--- src/rtl/svc_rv_ifetch.sv ---
// svc_rv_ifetch: instruction-fetch initiator for the svc_rv core.
// Issues sequential word fetches under a credit limit and buffers responses
// in an in-order FIFO. Decode receives {pc, insn} over a valid/ready handshake.
// Redirects flush the FIFO and squash every read still in flight.
module svc_rv_ifetch #(
  parameter int              XLEN         = 32,
  parameter logic [XLEN-1:0] RESET_PC     = '0,
  parameter int              IMEM_LATENCY = 1,
  parameter int              DEPTH        = 2
) (
  input  logic            clock,
  input  logic            reset,
  input  logic            redirect_valid,
  input  logic [XLEN-1:0] redirect_pc,
  output logic            imem_arvalid,
  output logic [XLEN-1:0] imem_araddr,
  input  logic [31:0]     imem_rdata,
  input  logic            imem_rvalid,
  output logic            inst_valid,
  input  logic            inst_ready,
  output logic [XLEN-1:0] inst_pc,
  output logic [31:0]     inst_data
);

  localparam int AW = (DEPTH > 1) ? $clog2(DEPTH) : 1;
  localparam int CW = $clog2(DEPTH) + 1;

  logic [XLEN-1:0] fetch_pc;
  logic [XLEN-1:0] tag_pc;
  logic [XLEN-1:0] resp_pc;
  logic [CW-1:0]   count;
  logic [CW-1:0]   inflight;
  logic [CW-1:0]   drop;
  logic [AW-1:0]   rd_ptr;
  logic [AW-1:0]   wr_ptr;
  logic [XLEN-1:0] pc_mem   [DEPTH];
  logic [31:0]     data_mem [DEPTH];
  logic [CW:0]     occupancy;
  logic            pop;
  logic            issue;
  logic            accept;
  logic            push;
  logic            unused_pc_lsbs;

  // The low redirect bits are discarded when the PC is word-aligned.
  assign unused_pc_lsbs = ^redirect_pc[1:0];

  // Handshake, credit and response-acceptance decisions for this cycle.
  // inflight counts every outstanding read, including those already marked
  // for dropping, so credit and the drop reload both come from it directly.
  always_comb begin
    inst_valid = (count != '0);
    pop        = inst_valid && inst_ready;
    // Includes the head leaving this cycle, so inst_ready feeds arvalid.
    occupancy  = {1'b0, count} + {1'b0, inflight} - (CW + 1)'(pop);
    issue      = !reset && !redirect_valid && (occupancy < (CW + 1)'(DEPTH));
    // With zero latency the read issued this cycle answers in the same cycle.
    accept     = imem_rvalid && ((inflight != '0) || ((IMEM_LATENCY == 0) && issue));
    resp_pc    = (inflight != '0) ? tag_pc : fetch_pc;
    push       = accept && (drop == '0) && !redirect_valid && !reset;
  end

  assign imem_arvalid = issue;
  assign imem_araddr  = fetch_pc;
  assign inst_pc      = pc_mem[rd_ptr];
  assign inst_data    = data_mem[rd_ptr];

  // Fetch PC, outstanding-read bookkeeping and FIFO pointers.
  always_ff @(posedge clock) begin
    if (reset) begin
      fetch_pc <= RESET_PC;
      tag_pc   <= RESET_PC;
      count    <= '0;
      inflight <= '0;
      drop     <= '0;
      rd_ptr   <= '0;
      wr_ptr   <= '0;
    end else begin
      inflight <= inflight + CW'(issue) - CW'(accept);
      if (redirect_valid) begin
        fetch_pc <= {redirect_pc[XLEN-1:2], 2'b00};
        drop     <= inflight - CW'(accept);
        count    <= '0;
        rd_ptr   <= '0;
        wr_ptr   <= '0;
      end else begin
        if (accept && (drop != '0)) begin
          drop <= drop - CW'(1);
        end
        if (issue) begin
          fetch_pc <= fetch_pc + XLEN'(4);
          tag_pc   <= fetch_pc;
        end
        if (push) begin
          wr_ptr <= wr_ptr + AW'(1);
        end
        if (pop) begin
          rd_ptr <= rd_ptr + AW'(1);
        end
        count <= count + CW'(push) - CW'(pop);
      end
    end
  end

  // FIFO storage; contents are don't-care while the slot is not counted.
  always_ff @(posedge clock) begin
    if (push) begin
      pc_mem[wr_ptr]   <= resp_pc;
      data_mem[wr_ptr] <= imem_rdata;
    end
  end

endmodule

--- config.mk ---
export PLATFORM = sky130hd
export DESIGN_NAME = svc_rv_ifetch
export DESIGN_NICKNAME = d
export VERILOG_FILES = /design/src/rtl/svc_rv_ifetch.sv
export SDC_FILE = /design/constraint.sdc
export NUM_CORES = 1
export LEC_CHECK = 0
export CORE_ASPECT_RATIO = 1.2
export CORE_UTILIZATION = 48
export DETAILED_ROUTE_END_ITERATION = 6
export HOLD_SLACK_MARGIN = 0.05
export PLACE_DENSITY = 0.82
export SYNTH_ARGS = -nofsm -noshare
export SYNTH_HDL_FRONTEND = slang
export SYNTH_SLANG_ARGS = --single-unit
--- constraint.sdc ---
create_clock -name clock -period 5.3 [get_ports clock]
set_input_delay 0.795 -clock clock [delete_from_list [all_inputs] [get_ports clock]]
set_output_delay 0.795 -clock clock [all_outputs]
set_load 0.01 [all_outputs]
==> summary.md <==
| Metric | Value |
|---|---|
| Filler Cell Count | `1257` |
| Final ANT Viol Nets | `0` |
| Port buffer count | `160` |
| Resized cells post-CTS | `0` |
| Post-Route WL | `18000 µm` |
| Arr. time, crit path | `3.12 ns` |
| Die Area | `0.0174 mm²` |
| EDFF count, synth | `124` |
| I/O pin count | `167` |
| Clock Tree Buf Depth | `2` |
| Area of the multi-input gates | `0.00281 mm²` |
| Area growth from synthesis to layout | `28.7%` |
| Fmax | `255 MHz` |
| Post-Syn Area | `0.00811 mm²` |
| Crit path capture type | `output port` |
| Synth top area share | `45.9%` |
| Leak | `0.00354 µW` |
| Setup Skew | `0.00822 ns` |
| Synth Instances | `637` |
| Finished Core Util | `63.6%` |
| DR WL met2 | `9440 µm` |
| Share of layout cells above drive strength 1 | `17.9%` |
| Clk_lat worst skew | `0.41 ns` |
| Critical path type | `in2out` |
| Top cells by area, synth | `edfxtp_1 46%, dfxtp_1 17%, mux2_2 13%, nand2_1 3.5%, a21oi_1 3.0%` |
| FFs w/ async S/R, synth | `0%` |
| Root buf cell | `clkbuf_16` |
| First-pass GRT wire length | `28200 µm` |
| H-tree depth | `4` |
| Slew headroom | `34.0%` |
| Initial Util | `49.4%` |
| Worst-Margin Slew | `0.988 ns` |
| Setup-failing EPs final | `0` |
| Worst-case reg-to-reg path depth | `11` |
| Via count | `5556` |
| Routed WL per cell | `17.8 µm` |
| Vias in the first global route | `5706` |
| Hold Buf Count CTS | `0` |
| Drc violations | `0` |
| Worst EP required | `4.51 ns` |
| M1 WL | `7300 µm` |
| Worst VDD drop | `312 µV` |
| PnR worst setup slack | `1.38 ns` |
| CTS buffer count | `17` |
| Final period util | `74.0%` |
| Total power | `3650 µW` |
| Synth warn | `0` |
| Ant diodes | `0` |
| Core area | `0.0164 mm²` |
| Final Hold Fails | `0` |
| CP Launch Type | `primary input` |
| Metal3 WL | `876 µm` |
| GR Util All Layers | `21.2%` |
| Row Count | `51` |
| Pre-CTS setup slack | `1.38 ns` |
| Setup Buffers After CTS | `0` |
| Hold Crit Class | `reg2reg` |
| Max Cap Violations | `0` |
| TritonCTS clock tree | `yes` |
| Initial antenna violation count | `0` |
| DP HPWL | `11400 µm` |
| DIE WIDTH | `121 µm` |
| Routability cong. | `0.807` |
| Synth unique cells | `49` |
| DR iter-0 viols | `329` |
| Nets@finish | `865` |
| Die Height | `144 µm` |
| Setup TNS | `0 ns` |
| Largest net degree at the start of global routing | `65` |
| Top_reg_cell synth | `edfxtp_1` |
| Peak fanout along the critical path | `3` |
| Routed vias/inst | `5.49` |
| Register area share after synthesis | `63.0%` |
| CTS sink cnt | `193` |
| Final min period | `3.92 ns` |
| Highest routed layer | `met4` |
| CTS clk-pin slew, worst paths | `0.06 ns` |
| Detailed Routing Iterations Pass 1 | `5` |
| Register Area | `0.00511 mm²` |
| Cell taking the most area after synthesis | `edfxtp_1` |
| Unrepaired setup endpoints after global routing | `no` |
| Max-slew violations | `0` |
| PD cells | `349 mW/mm²` |
| Synth Register Bits | `193` |
| Remaining global-route overflow | `0` |
| Outcome | `complete, no violations` |
| Number of cells on the worst hold path | `2` |
| Average size of a mapped cell | `12.7 µm²` |
## area by class of cell
type | instances | share of cell area [%]
flip-flops and latches | 193 | 49.0
multi-input cells | 393 | 27.0
repair buffers | 167 | 15.8
clock buffers | 18 | 4.11
well taps | 212 | 2.54
clock inverters | 14 | 1.10
inverters | 15 | 0.540
## cell usage after synthesis (all sizes together), types with 3 or more instances
cell and n:
inv 15, nand2 75, nor3 9, nor4 6, nand3 21, nand2b 3, edfxtp 124, dfxtp 69
a32oi 4, a21oi 48, o311ai 3, xnor2 8, a22oi 8, and2 5, mux2 94, nand4 9
and3 5, clkbuf 25, xor2 10, a31oi 6, o22ai 5, ha 8, nor2 22, nor2b 7
buf 14, o21ai 15
## per-layer routing
metal,vias to the layer above,GRT usage (%)
met3,26,4.77
met2,209,38.2
li1,2640,-
met4,0,9.55
met5,-,0
met1,2681,23.8
## registers in the layout, indices dropped and copies added, names as in the netlist, named ones only
signal       flops
data_mem        64
pc_mem          60
imem_araddr     30
tag_pc          30
count            2
drop             2
inflight         2
rd_ptr           1
wr_ptr           1
## report_power, final
group | internal (µW) | total (µW) | switching (µW) | leakage [µW]
registers | 1700 | 1770 | 67.3 | 0.00169
logic | 320 | 688 | 368 | 0.00159
clock network | 646 | 1190 | 547 | 0.000258
## critical path, cell delays in order
cell,delay [ns]
clkdlybuf4s50_1,0.44
and2_1,0.18
ha_1,0.24
nand2b_1,0.16
fa_1,0.38
xor2_1,0.19
nand3_2,0.10
inv_2,0.09
clkdlybuf4s50_1,0.54
## path summary, 6_finish.rpt
path | start | endpoint | slack, ns
worst max register to register | count[0] | imem_araddr[11] | 2.02
worst min-delay path | tag_pc[15] | tag_pc[15] | 0.45
worst min register to register | tag_pc[15] | tag_pc[15] | 0.45
worst max-delay path | inst_ready | imem_arvalid | 1.38
## layout by cell type, fill, tap and decap left out, drive strengths merged, types with 2 or more instances in the layout
master / Yosys / routed
a211oi: 2 / 2
a21oi: 48 / 48
a22oi: 8 / 8
a31oi: 6 / 6
a32oi: 4 / 4
and2: 5 / 5
and3: 5 / 5
and4: 2 / 2
buf: 14 / 8
clkbuf: 25 / 18
clkdlybuf4s50: 0 / 159
clkinv: 0 / 8
clkinvlp: 0 / 3
conb: 1 / 4
dfxtp: 69 / 69
edfxtp: 124 / 124
ha: 8 / 8
inv: 15 / 17
mux2: 94 / 94
nand2: 75 / 75
nand2b: 3 / 3
nand3: 21 / 21
nand4: 9 / 9
nor2: 22 / 22
nor2b: 7 / 7
nor3: 9 / 9
nor4: 6 / 6
o21ai: 15 / 15
o221ai: 2 / 2
o22ai: 5 / 5
o311ai: 3 / 3
or4: 2 / 2
xnor2: 8 / 8
xor2: 10 / 10
## stage by stage
step	instance area (µm²)	hold slack [ns]	cells
after CTS	10400	0.454	1012
after global placement	9890	0.439	980
final	10400	0.452	1012
after detailed placement	9890	0.444	980
after floorplan	8120	0.434	640
after global routing	10400	0.474	1012
## cell families after synthesis
kind of cell | count (synthesis) | synth area share, %
flip-flops | 193 | 63.0
AND/OR/NAND/NOR | 169 | 10.4
AO/OA/AOI/OAI | 98 | 7.16
multiplexers | 95 | 13.2
buffers and inverters | 54 | 2.81
XOR/XNOR | 18 | 1.94
adder cells (fa/ha/maj) | 9 | 1.48
other | 1 | 0.0463
(Power assumes the default switching activity.)
